### src/rtl/if_fetch_stage.sv
// Instruction-fetch stage: owns the PC, runs the I-mem read handshake, predecodes B/JAL and predicts.
// Optional feature macro IF_BHT_EN: dynamic 2-bit BHT; when undefined, static backward-taken prediction.
//
// state  | meaning
// FETCH  | read request outstanding (or issuing next cycle); resp accepted combinationally
// HOLD   | fetched word parked in buffer while ID stalls; no request
// SQUASH | request in flight when a redirect arrived; its resp is discarded
module if_fetch_stage #(
  parameter int                width     = 32,
  parameter int                BHT_IDX_W = 6,
  parameter logic [width-1:0]  RESET_PC  = 32'h60
) (
  input  logic             clk,
  input  logic             rst,
  input  logic             IF_stall_i,
  input  logic             IF_imem_resp_i,
  input  logic [width-1:0] IF_imem_rdata_i,
  output logic             IF_imem_read_o,
  output logic [width-1:0] IF_imem_addr_o,
  input  logic             ID_if_id_flush_i,
  input  logic [width-1:0] ID_redirect_pc_i,
  input  logic             ID_bht_upd_i,
  input  logic [width-1:0] ID_bht_pc_i,
  input  logic             ID_br_en_i,
  output logic [width-1:0] IF_instr_o,
  output logic [width-1:0] IF_pc_out_o,
  output logic             IF_br_pred_o,
  output logic             IF_valid_o
);

  localparam logic [width-1:0] NOP_INSTR = 'h13;
  localparam logic [width-1:0] PC_STEP   = 'd4;
  localparam logic [6:0]       OP_BRANCH = 7'b1100011;
  localparam logic [6:0]       OP_JAL    = 7'b1101111;

  typedef enum logic [1:0] {
    S_FETCH  = 2'd0,
    S_HOLD   = 2'd1,
    S_SQUASH = 2'd2
  } state_e;

  state_e           state_q, state_d;
  logic [width-1:0] pc_q, pc_d;
  logic             read_q, read_d;
  logic [width-1:0] redir_q, redir_d;
  logic [width-1:0] buf_instr_q, buf_instr_d;
  logic             buf_pred_q, buf_pred_d;
  logic [width-1:0] buf_next_pc_q, buf_next_pc_d;

  logic             resp_v;
  logic [6:0]       opcode;
  logic [width-1:0] b_imm;
  logic [width-1:0] j_imm;
  logic [width-1:0] br_target;
  logic             br_pred;
  logic             fetch_pred;
  logic [width-1:0] fetch_next_pc;

  // A response only counts while our own request is outstanding.
  assign resp_v = read_q & IF_imem_resp_i;

  // Predecode of the word arriving this cycle
  assign opcode = IF_imem_rdata_i[6:0];
  assign b_imm  = {{(width-12){IF_imem_rdata_i[31]}}, IF_imem_rdata_i[7],
                   IF_imem_rdata_i[30:25], IF_imem_rdata_i[11:8], 1'b0};
  assign j_imm  = {{(width-20){IF_imem_rdata_i[31]}}, IF_imem_rdata_i[19:12],
                   IF_imem_rdata_i[20], IF_imem_rdata_i[30:21], 1'b0};

`ifdef IF_BHT_EN
  localparam int BHT_N = 2**BHT_IDX_W;

  logic [1:0]           bht_q [BHT_N];
  logic [1:0]           bht_d [BHT_N];
  logic [BHT_IDX_W-1:0] lkp_idx;
  logic [BHT_IDX_W-1:0] upd_idx;
  logic                 unused_bht_pc;

  assign lkp_idx       = pc_q[BHT_IDX_W+1:2];
  assign upd_idx       = ID_bht_pc_i[BHT_IDX_W+1:2];
  assign unused_bht_pc = ^{ID_bht_pc_i[width-1:BHT_IDX_W+2], ID_bht_pc_i[1:0]};

  always_comb begin
    bht_d = bht_q;
    if (ID_bht_upd_i) begin
      if (ID_br_en_i && (bht_q[upd_idx] != 2'b11)) begin
        bht_d[upd_idx] = bht_q[upd_idx] + 2'd1;
      end else if (!ID_br_en_i && (bht_q[upd_idx] != 2'b00)) begin
        bht_d[upd_idx] = bht_q[upd_idx] - 2'd1;
      end
    end
  end

  // Lookup reads the registered table, so a same-cycle update is seen next edge.
  always_ff @(posedge clk or negedge rst) begin
    if (!rst) begin
      for (int i = 0; i < BHT_N; i++) begin
        bht_q[i] <= 2'b01;
      end
    end else begin
      bht_q <= bht_d;
    end
  end

  assign br_pred = bht_q[lkp_idx][1];
`else
  logic unused_bht;

  assign unused_bht = ^{ID_bht_upd_i, ID_bht_pc_i, ID_br_en_i};
  assign br_pred    = b_imm[width-1];
`endif

  always_comb begin
    fetch_pred = 1'b0;
    br_target  = pc_q + b_imm;
    case (opcode)
      OP_BRANCH: fetch_pred = br_pred;
      OP_JAL: begin
        fetch_pred = 1'b1;
        br_target  = pc_q + j_imm;
      end
      default: fetch_pred = 1'b0;
    endcase
    fetch_next_pc = fetch_pred ? br_target : (pc_q + PC_STEP);
  end

  always_ff @(posedge clk or negedge rst) begin
    if (!rst) begin
      state_q <= S_FETCH;
    end else begin
      state_q <= state_d;
    end
  end

  // Flush outranks stall in every state.
  always_comb begin
    state_d = state_q;
    case (state_q)
      S_FETCH: begin
        if (ID_if_id_flush_i) begin
          if (read_q && !IF_imem_resp_i) state_d = S_SQUASH;
        end else if (resp_v && IF_stall_i) begin
          state_d = S_HOLD;
        end
      end
      S_HOLD: begin
        if (ID_if_id_flush_i || !IF_stall_i) state_d = S_FETCH;
      end
      S_SQUASH: begin
        if (resp_v) state_d = S_FETCH;
      end
      default: state_d = S_FETCH;
    endcase
  end

  always_comb begin
    pc_d          = pc_q;
    read_d        = read_q;
    redir_d       = redir_q;
    buf_instr_d   = buf_instr_q;
    buf_pred_d    = buf_pred_q;
    buf_next_pc_d = buf_next_pc_q;
    case (state_q)
      S_FETCH: begin
        if (ID_if_id_flush_i) begin
          if (resp_v) begin
            pc_d   = ID_redirect_pc_i;
            read_d = 1'b0;
          end else if (read_q) begin
            redir_d = ID_redirect_pc_i;
          end else begin
            pc_d   = ID_redirect_pc_i;
            read_d = 1'b1;
          end
        end else if (resp_v) begin
          read_d = 1'b0;
          if (IF_stall_i) begin
            buf_instr_d   = IF_imem_rdata_i;
            buf_pred_d    = fetch_pred;
            buf_next_pc_d = fetch_next_pc;
          end else begin
            pc_d = fetch_next_pc;
          end
        end else begin
          read_d = 1'b1;
        end
      end
      S_HOLD: begin
        if (ID_if_id_flush_i) begin
          pc_d   = ID_redirect_pc_i;
          read_d = 1'b1;
        end else if (!IF_stall_i) begin
          pc_d   = buf_next_pc_q;
          read_d = 1'b1;
        end
      end
      S_SQUASH: begin
        if (resp_v) begin
          pc_d   = ID_if_id_flush_i ? ID_redirect_pc_i : redir_q;
          read_d = 1'b0;
        end else if (ID_if_id_flush_i) begin
          redir_d = ID_redirect_pc_i;
        end
      end
      default: read_d = 1'b0;
    endcase
  end

  always_ff @(posedge clk or negedge rst) begin
    if (!rst) begin
      pc_q          <= RESET_PC;
      read_q        <= 1'b0;
      redir_q       <= RESET_PC;
      buf_instr_q   <= NOP_INSTR;
      buf_pred_q    <= 1'b0;
      buf_next_pc_q <= RESET_PC;
    end else begin
      pc_q          <= pc_d;
      read_q        <= read_d;
      redir_q       <= redir_d;
      buf_instr_q   <= buf_instr_d;
      buf_pred_q    <= buf_pred_d;
      buf_next_pc_q <= buf_next_pc_d;
    end
  end

  assign IF_imem_read_o = read_q;
  assign IF_imem_addr_o = pc_q;

  always_comb begin
    IF_instr_o   = NOP_INSTR;
    IF_pc_out_o  = pc_q;
    IF_br_pred_o = 1'b0;
    IF_valid_o   = 1'b0;
    case (state_q)
      S_FETCH: begin
        if (resp_v && !ID_if_id_flush_i) begin
          IF_instr_o   = IF_imem_rdata_i;
          IF_br_pred_o = fetch_pred;
          IF_valid_o   = 1'b1;
        end
      end
      S_HOLD: begin
        if (!ID_if_id_flush_i) begin
          IF_instr_o   = buf_instr_q;
          IF_br_pred_o = buf_pred_q;
          IF_valid_o   = 1'b1;
        end
      end
      default: IF_valid_o = 1'b0;
    endcase
  end

endmodule

### config.mk
export PLATFORM = sky130hd
export DESIGN_NAME = if_fetch_stage
export DESIGN_NICKNAME = d
export VERILOG_FILES = /design/src/rtl/if_fetch_stage.sv
export SDC_FILE = /design/constraint.sdc
export NUM_CORES = 1
export LEC_CHECK = 0
export ABC_AREA = 1
export CAP_MARGIN = 30
export CORE_MARGIN = 1
export CORE_UTILIZATION = 54
export DETAILED_ROUTE_END_ITERATION = 12
export GPL_TIMING_DRIVEN = 0
export HOLD_SLACK_MARGIN = 0.02
export PLACE_DENSITY = 0.82
export SETUP_SLACK_MARGIN = 0.3
export SYNTH_ARGS = -nofsm -noshare
export SYNTH_HDL_FRONTEND = slang
export SYNTH_SLANG_ARGS = --single-unit
### constraint.sdc
create_clock -name clk -period 3 [get_ports clk]
set_clock_uncertainty 0.1 [all_clocks]
set_input_delay 0.45 -clock clk [delete_from_list [all_inputs] [get_ports clk]]
set_output_delay 0.45 -clock clk [all_outputs]
set_load 0.05 [all_outputs]
---- Word level (Yosys, flattened, before mapping) ----
Cells that the tools add are included.
cells by class
  equality and inequality tests ........... 16
  reductions and logical operators ........ 15
  bitwise gates (word level) .............. 2
  mux-type cells .......................... 38
  $add $sub $neg .......................... 3
operators by type and width
  cell                                                                   count
  32-bit 2-to-1 mux                                                      17
  32-bit case mux with 2 select lines                                    2
  32-bit case mux with 3 select lines                                    1
  32-bit adder                                                           2
  32-bit by 3-bit adder with 32-bit output, second input constant        1
  3-bit inequality test, second input constant                           6
  7-bit equality test, second input constant                             2
  2-bit inequality test, second input constant                           6
  2-bit 2-to-1 mux                                                       5
  1-bit 2-to-1 mux                                                       8
  4-bit AND reduction                                                    2
  1-bit case mux with 2 select lines                                     3
  2-bit case mux with 3 select lines                                     1
  6-bit AND reduction                                                    1
  5-bit AND reduction                                                    1
  1-bit logical AND                                                      3
  1-bit logical NOT                                                      3
  1-bit case mux with 3 select lines                                     1
  3-bit nonzero test                                                     1
  2-bit by 1-bit equality test with 1-bit output, second input constant  1
  2-bit equality test, second input constant                             1
  2-bit logical NOT                                                      1
  2-bit AND reduction                                                    1
  2-bit nonzero test                                                     1
  other kinds (3)                                                        3
storage, ports and cells
  bits in registers ....................... 132
  bits of input ports ..................... 103
  word-level logic and storage cells ...... 81
  output and inout bits ................... 99

---- Logic depth before layout (Yosys ltp) ----
Gate-level depths: netlist (run 1).
  word-level depth ........................ 7
  depth in mapped cells ................... 23

---- Worst setup path before layout (run 1) ----
OpenSTA, ideal clock, no wires.
  path kind ............................... in2reg
  from .................................... in IF_imem_rdata_i[6]
  to ...................................... reg pc_q[23] (netlist: IF_imem_addr_o[23])
  path slack .............................. -0.018 ns
  cell stages on the path ................. 23
  setup time .............................. 0.119 ns
  required time ........................... 2.781 ns
  data arrival time ....................... 2.799 ns
  cell sequence ........................... nand2_1 > nor2_1 > nand3_1 > buf_2 > clkbuf_1 > nand2_1 > o21ai_0 > ha_1 > fa_1 > nand3_1 > nand3_1 > nand2_1 > nand2_1 > nand2_1 > nand2_1 > nand2_1 > nand2_1 > nand2_1 > nand3_1 > nand3_1 > nand2_1 > nand2_1 > nand2_1
between the ends
  word-level cells in the longest chain between the ends .. 7
RTL lines
  element                                                                  line  source
  start, declared                                                          17    input logic [width-1:0] IF_imem_rdata_i,
  7-bit equality test                                                      115   case (opcode)
  1-bit case mux with 2 select lines or 32-bit 2-to-1 mux (tied branches)  115
  32-bit 2-to-1 mux *                                                      123   fetch_next_pc = fetch_pred ? br_target : (pc_q + PC_STEP);
  32-bit 2-to-1 mux *                                                      176   if (IF_stall_i) begin
  32-bit 2-to-1 mux *                                                      174   end else if (resp_v) begin
  32-bit 2-to-1 mux *                                                      164   if (ID_if_id_flush_i) begin
  32-bit case mux with 3 select lines *                                    162   case (state_q)
  end signal, assigned                                                     217   pc_q <= pc_d;
  end, declared                                                            43    logic [width-1:0] pc_q, pc_d;
Every way passes the cells marked *; elsewhere a longest branch is shown, timed or not. The select of a mux whose other input is x is not followed.
A chain may end at the register's enable or synchronous reset.

---- Worst setup path after layout (run 1) ----
  from .................................... in IF_imem_rdata_i[5]
  to ...................................... reg pc_q[23] (netlist: IF_imem_addr_o[23])
Same word-level chain as after synthesis.

==> flow_metrics.py, run 1 <==
metrics = {
    "synth": {
        "muxShareOfSynthArea": 0.000929,
        "syn-num-nets": 1863,
        "synth.top_cell.area_share": 0.286,
        "syn-cell-area_sq_um": 10800,
        "synth_top_cell_by_area": "dfrtp_1",
        "yosys_warnings": 0,
        "ys_async_sr_fraction": 1.00,
        "ys_seq_area_frac": 0.307,
        "synth_fa_ha_area_frac": 0.0448,
        "ys_types": 46,
        "synth_compound_area_frac": 0.157,
        "synth_xor_area_frac": 0.0154,
        "synth_ff_type": "dfrtp_1",
        "ys_ff_latch": 132,
        "synth-edff-count": 0,
        "synth_area_per_cell_sq_um": 6.26,
        "synth_area_leaders": "dfrtp_1 (29%), nand2_1 (23%), inv_1 (7.2%)",
        "synth_top_family_by_area": "simple AND/OR/NAND/NOR gates",
        "syn_inst": 1722,
        "yosys.area_share.simple": 0.344,
    },
    "timing": {
        "hold_violations": 0,
        "worstMarginPinSlew_ns": 0.945,
        "min_period_over_period": 0.928,
        "setup_viol": 0,
        "maxSlewViolCount": 0,
        "max_freq_ghz": 0.359,
        "relSlewSlack": 0.367,
        "rsz0062_at_grt": "yes",
        "fin_crit_ns": 2.79,
        "tns_ns": 0,
        "hold-worst-slack_ns": 0.154,
    },
    "final_layout": {
        "final_nets": 2077,
        "antenna_cells": 0,
        "drive_gt1_frac": 0.193,
        "syn2layout_area_growth_pct": 35.7,
        "mostFrequentLayoutCells": "nand2_1 (605), inv_1 (200), dfrtp_1 (123), clkdlybuf4s50_1 (123), nor2_1 (112)",
        "mostFrequentLayoutCell": "nand2_1",
        "design_area_sq_um": 14600,
    },
    "global_routing": {
        "antenna_found_initial": 0,
        "grt.total_usage": 0.384,
        "grt_pass1_vias": 11600,
        "grt_pass1_wl_mm": 60.1,
        "grt_max_degree": 91,
        "gr-total-overflow": 0,
    },
    "critical_path": {
        "cp_cell_sequence": "buf_8 -> nand2_8 -> nor2_4 -> nand3_4 -> buf_8 -> clkbuf_16 -> nand2_4 -> o21ai_4 -> ha_4 -> fa_2 -> nand3_2 -> nand3_4 -> nand2_2 -> nand2_4 -> nand2_2 -> nand2_4 -> nand2_2 -> nand2_1 -> nand2_1 -> nand3_2 -> nand3_2 -> nand2_1 -> nand2_1 -> nand2_1",
        "cp-end-kind": "register",
        "crit_family": "simple AND/OR/NAND/NOR gates",
        "worst-r2r-setup-slack_ns": 0.39,
        "critPathLaunchType": "input pin",
        "path_buf_inv": 3,
        "slowest_stage": "fa_2",
        "critical_path.max_fanout": 6,
        "path_class": "input pin to register",
        "rr_startpoint": "state_q[0]",
        "cp.arrival_ns": 3.01,
        "slowest_delay_ns": 0.37,
        "crit_top_cell": "nand2_1",
        "startpoint": "IF_imem_rdata_i[5]",
        "worstPathRequired_ns": 3.22,
    },
    "clock_tree": {
        "clk_latency_ns": 0.45,
        "htree_levels": 4,
        "clock_path_buffers": 2,
        "clock_tree.root_cell": "clkbuf_16",
        "cts_buffers": 17,
        "clkTransAtPathRegs_ns": 0.07,
        "cts.sinks": 132,
        "cts_tree": "done",
    },
    "placement": {
        "post_dp_cell_area_sq_um": 12900,
        "port_buffers": 166,
        "hpwl_mm": 28.7,
        "gp_congestion": 0.957,
    },
    "drt": {
        "drc_errors": 0,
        "ant_nets": 0,
        "detailedRoute.firstPassIterationCount": 6,
        "avgViaCountPerCell": 5.80,
        "detail_route.wl_per_cell_um": 18.3,
        "vias": 12800,
        "drt_iter0_drc": 1636,
        "totalWireLength_mm": 40.6,
    },
    "run_status": {
        "status": "finished, final reports clean",
    },
    "power": {
        "irDropWorstVdd_mv": 0.601,
        "leakage_nw": 7.21,
        "power.density_nw_per_um2": 1150,
        "finalPower_w": 0.0168,
    },
    "run": {
        "maxCapViolCount": 0,
    },
    "die": {
        "dieArea_sq_um": 20500,
        "core_area_sq_um": 19500,
        "io_pins": 202,
        "die_w_um": 143,
        "die_h_um": 143,
        "start_util": 0.552,
        "rows": 51,
    },
    "worst_hold_path": {
        "worstHoldStart": "IF_imem_rdata_i[0]",
        "hp-class": "input pin to register",
    },
}
-- metal layers --
layer  vias up  global-route usage  routed length [um]
met3       154              0.0604                4400
li1       5954                   -                   -
met2       813               0.630               19000
met5         -                   0                   0
met4         0               0.139                1520
met1      5922               0.511               15600
-- worst paths after layout --
kind | endpoint | depth (start not counted)
worst max register to register | IF_imem_addr_o[17] | 14
min in group asynchronous | buf_instr_q[13] | 2
worst max-delay path | IF_imem_addr_o[23] | 24
max in group asynchronous | redir_q[6] | 3
worst min register to register | buf_instr_q[0] | 2
worst min-delay path | buf_instr_q[0] | 3
-- tightest hold or removal path, delay by kind of cell --
kind | cells | cell delay (ns)
buf+inv | 1 | 0.13
simple gates | 2 | 0.12
-- per-stage QoR --
step | instances | setup slack (ns) | utilization
finish | 2214 | 0.215 | 0.749
global placement | 2153 | -3.96 | 0.658
detailed placement | 2154 | -1.05 | 0.659
global route | 2214 | 0.112 | 0.749
CTS | 2202 | 0.292 | 0.712
floorplan | 1722 | 0.207 | -
-- area by class of cell --
class,instances,area [sq um]
Inverter,220,835
Sequential cell,132,3310
Tap cell,265,332
Fill cell,1572,4900
Buffer,102,667
Clock inverter,15,228
Clock buffer,17,425
Timing Repair Buffer,195,1970
Multi-Input combinational cell,1268,6860
-- power by group --
part | leakage [nW] | internal, W | total [W] | switching (W)
combinational | 5.32 | 0.00376 | 0.0108 | 0.00700
clock | 0.320 | 0.00149 | 0.00239 | 0.000903
sequential | 1.57 | 0.00271 | 0.00363 | 0.000927
total | 7.21 | 0.00795 | 0.0168 | 0.00883
-- flip-flops by register name (all words and copies together) (netlist names) --
signal          cells
buf_next_pc_q      32
state_q             2
IF_imem_read_o      1
buf_pred_q          1
IF_imem_addr_o     32
buf_instr_q        32
redir_q            32
-- cell usage after synthesis (all sizes together) (8+ instances only) --
| master | instances |
|---|---|
| o22ai | 31 |
| nand3 | 94 |
| inv | 218 |
| nand2 | 659 |
| nand4 | 14 |
| a22oi | 9 |
| dfstp | 9 |
| clkbuf | 32 |
| xor2 | 8 |
| a31oi | 60 |
| dfrtp | 123 |
| nor3 | 16 |
| a21oi | 55 |
| ha | 37 |
| xnor2 | 11 |
| nor2 | 127 |
| buf | 70 |
| o21ai | 119 |
-- kinds of logic after synthesis --
| logic type | after synthesis |
|---|---|
| and+or+nand+nor | 917 |
| buffers and inverters | 322 |
| AOI/OAI and AO/OA | 293 |
| DFF | 132 |
| adders and majority gates | 38 |
| xor gates and xnor gates | 19 |
| muxes | 1 |
-- repair_timing --
action | 4_1_cts | 5_1_grt
endpoints found under the hold margin | 37 | 0
gates resized for setup | 348 | 169
cloned | 5 | 0
pin swaps | 15 | 31
hold buffers | 1 | 0
setup endpoints to repair | 95 | 79
setup buffers | 10 | 12
Power figures use the tool's default switching activity.
==> run 2, diff against run 1 <==
--- a/config.mk
+++ b/config.mk
@@ -11,7 +11,7 @@
 export CORE_UTILIZATION = 54
 export DETAILED_ROUTE_END_ITERATION = 12
 export GPL_TIMING_DRIVEN = 0
-export HOLD_SLACK_MARGIN = 0.02
+export HOLD_SLACK_MARGIN = 0.05
 export PLACE_DENSITY = 0.82
 export SETUP_SLACK_MARGIN = 0.3
 export SYNTH_ARGS = -nofsm -noshare
==> results of run 2 <==
Final layout, timing and power as in run 1 (identical DEF).
==> run 3, diff against run 2 <==
--- a/config.mk
+++ b/config.mk
@@ -11,8 +11,8 @@
 export CORE_UTILIZATION = 54
 export DETAILED_ROUTE_END_ITERATION = 12
 export GPL_TIMING_DRIVEN = 0
-export HOLD_SLACK_MARGIN = 0.05
-export PLACE_DENSITY = 0.82
+export HOLD_SLACK_MARGIN = 0.1
+export PLACE_DENSITY = 0.86
 export SETUP_SLACK_MARGIN = 0.3
 export SYNTH_ARGS = -nofsm -noshare
 export SYNTH_HDL_FRONTEND = slang
==> run 3 against run 2 <==
Non-clock buffer count did not move. Power fell by 2.4%. Critical path depth shrank 3. Highest routed layer unchanged. Sequential power about the same. Critical endpoint is now IF_imem_addr_o[13]. Hold slack got worse by 0.0066 ns. Utilization is 0.95 points lower.
==> flow_metrics.py, run 3 (synthesis gave the netlist of run 1 again) <==
metrics = {
    "clock_tree": {
        "cts.sinks": 132,
        "cts_buffers": 17,
        "htree_levels": 4,
        "clk_latency_ns": 0.43,
        "clkTransAtPathRegs_ns": 0.06,
        "cts_tree": "done",
        "clock_path_buffers": 2,
        "clock_tree.root_cell": "clkbuf_16",
    },
    "global_routing": {
        "grt_pass1_wl_mm": 58.7,
        "grt_max_degree": 80,
        "grt.total_usage": 0.375,
        "grt_pass1_vias": 11400,
        "gr-total-overflow": 0,
        "antenna_found_initial": 0,
    },
    "critical_path": {
        "crit_family": "simple AND/OR/NAND/NOR gates",
        "cp-end-kind": "register",
        "worst-r2r-setup-slack_ns": 0.34,
        "cp.arrival_ns": 3.05,
        "cp_cell_sequence": "buf_8 -> nand2_8 -> nor2_4 -> nand3_4 -> buf_6 -> clkbuf_16 -> nand2_4 -> o21ai_2 -> ha_2 -> fa_2 -> nand3_2 -> nand3_4 -> nand3_1 -> nand3_2 -> a21oi_1 -> o21ai_2 -> nand2_1 -> nand2_1 -> nand3_1 -> nand2_1 -> nand2_1",
        "slowest_delay_ns": 0.38,
        "reg2reg_depth": 10,
        "crit_top_cell": "nand2_1",
        "critPathLaunchType": "input pin",
        "path_buf_inv": 3,
        "timing.rr.end": "IF_imem_addr_o[8]",
        "rr_startpoint": "IF_imem_addr_o[6]",
        "slowest_stage": "fa_2",
        "critical_path.max_fanout": 6,
        "path_class": "input pin to register",
        "worstPathRequired_ns": 3.27,
    },
    "die": {
        "start_util": 0.552,
        "die_w_um": 143,
        "io_pins": 202,
        "rows": 51,
        "core_area_sq_um": 19500,
        "die_h_um": 143,
        "dieArea_sq_um": 20500,
    },
    "worst_hold_path": {
        "worstHoldStart": "IF_imem_rdata_i[4]",
        "hold_path_depth": 3,
        "min_to": "buf_instr_q[4]",
        "hp-class": "input pin to register",
    },
    "final_layout": {
        "fill_cells": 1506,
        "fin_util": 0.739,
        "drive_gt1_frac": 0.190,
        "syn2layout_area_growth_pct": 33.9,
        "final_nets": 2077,
        "antenna_cells": 0,
        "mostFrequentLayoutCell": "nand2_1",
        "mostFrequentLayoutCells": "nand2_1 (598), inv_1 (204), dfrtp_1 (123), clkdlybuf4s50_1 (123), nor2_1 (109)",
        "design_area_sq_um": 14400,
    },
    "power": {
        "irDropWorstVdd_mv": 0.568,
        "power.density_nw_per_um2": 1130,
        "leakage_nw": 7.15,
    },
    "placement": {
        "hpwl_mm": 28.4,
        "port_buffers": 166,
        "gp_congestion": 0.971,
        "dp_slack_ns": -0.989,
        "post_dp_cell_area_sq_um": 12900,
    },
    "timing": {
        "rsz0062_at_grt": "yes",
        "fin_crit_ns": 2.78,
        "worstMarginPinSlew_ns": 0.905,
        "setup_viol": 0,
        "setup_slack_ns": 0.218,
        "hold-worst-slack_ns": 0.147,
        "min_period_over_period": 0.927,
        "relSlewSlack": 0.394,
        "max_freq_ghz": 0.359,
        "hold_violations": 0,
        "maxSlewViolCount": 0,
    },
    "drt": {
        "vias": 12800,
        "drc_errors": 0,
        "detailedRoute.firstPassIterationCount": 6,
        "avgViaCountPerCell": 5.77,
        "totalWireLength_mm": 39.8,
        "detail_route.wl_per_cell_um": 18.0,
        "ant_nets": 0,
        "drt_iter0_drc": 1543,
    },
    "run_status": {
        "status": "finished, final reports clean",
    },
    "run": {
        "maxCapViolCount": 0,
    },
}
## run 3: cell types whose count changed in the layout (fill, tap and decap cells not counted), sizes merged
cell    delta
inv        -3
clkinv     +2
buf        +1
bufinv     -3
clkbuf     +3
## run 3: per-stage QoR
| stage | total power, W | TNS [ns] | instances |
|---|---|---|---|
| 2_1_floorplan | 0.0102 | 0 | 1722 |
| 3_3_place_gp | 0.0129 | -542.04 | 2153 |
| 3_5_place_dp | 0.0131 | -54.80 | 2154 |
| 4_1_cts | 0.0155 | 0 | 2202 |
| 5_1_grt | 0.0173 | 0 | 2214 |
| 6_report | 0.0164 | 0 | 2214 |
## run 3: metal layers
| metal | vias up | wire length [um] | track usage |
|---|---|---|---|
| met4 | 0 | 1570 | 0.155 |
| met2 | 801 | 18800 | 0.618 |
| met5 | - | 0 | 0 |
| met1 | 5883 | 15500 | 0.486 |
| met3 | 138 | 3890 | 0.0651 |
| li1 | 5960 | - | - |
## run 3: worst max path at each step
stage	startpoint	end	slack (ns)	depth (start not counted)
6_report	IF_imem_rdata_i[5]	IF_imem_addr_o[13]	0.22	21
3_5_place_dp	IF_imem_rdata_i[6]	IF_imem_addr_o[14]	-0.99	20
2_1_floorplan	IF_imem_rdata_i[6]	IF_imem_addr_o[23]	0.21	23
3_3_place_gp	rst	IF_imem_addr_o[29]	-3.84	1
5_1_grt	IF_imem_rdata_i[5]	IF_imem_addr_o[19]	0.10	22
4_1_cts	IF_imem_rdata_i[6]	IF_imem_addr_o[22]	0.27	24
## run 3: what timing repair did
action | in CTS | in global routing
gates resized for setup | 336 | 163
endpoints found under the setup margin | 95 | 84
hold buffers | 1 | 0
hold endpoints to repair | 51 | 0
setup buffers | 11 | 11
gates cloned | 4 | 1
pin swaps | 13 | 26
## run 3: where the power goes
part,total (W),internal [W],switching [W]
sequential,0.00360,0.00271,0.000896
clock,0.00210,0.00125,0.000845
combinational,0.0107,0.00370,0.00698
total,0.0164,0.00766,0.00872
## run 3: worst reg2reg max path, cell delays in order, from the launching register on
cell     delay [ns]
dfstp_2        0.63
ha_1           0.32
nand2_1        0.20
inv_1          0.08
a21oi_1        0.19
nand3_1        0.13
a31oi_1        0.49
nand2_1        0.13
nand3_1        0.11
nand3_1        0.10
o21ai_0        0.09
## run 3: layout make-up
cell class                      instances  area [sq um]  share of cell area
Tap cell                              265           332              0.0230
Clock buffer                           21           450              0.0312
Timing Repair Buffer                  195          1970               0.137
Sequential cell                       132          3310               0.230
Clock inverter                         11           130             0.00901
Multi-Input combinational cell       1268          6760               0.468
Buffer                                102           649              0.0450
Inverter                              220           832              0.0576
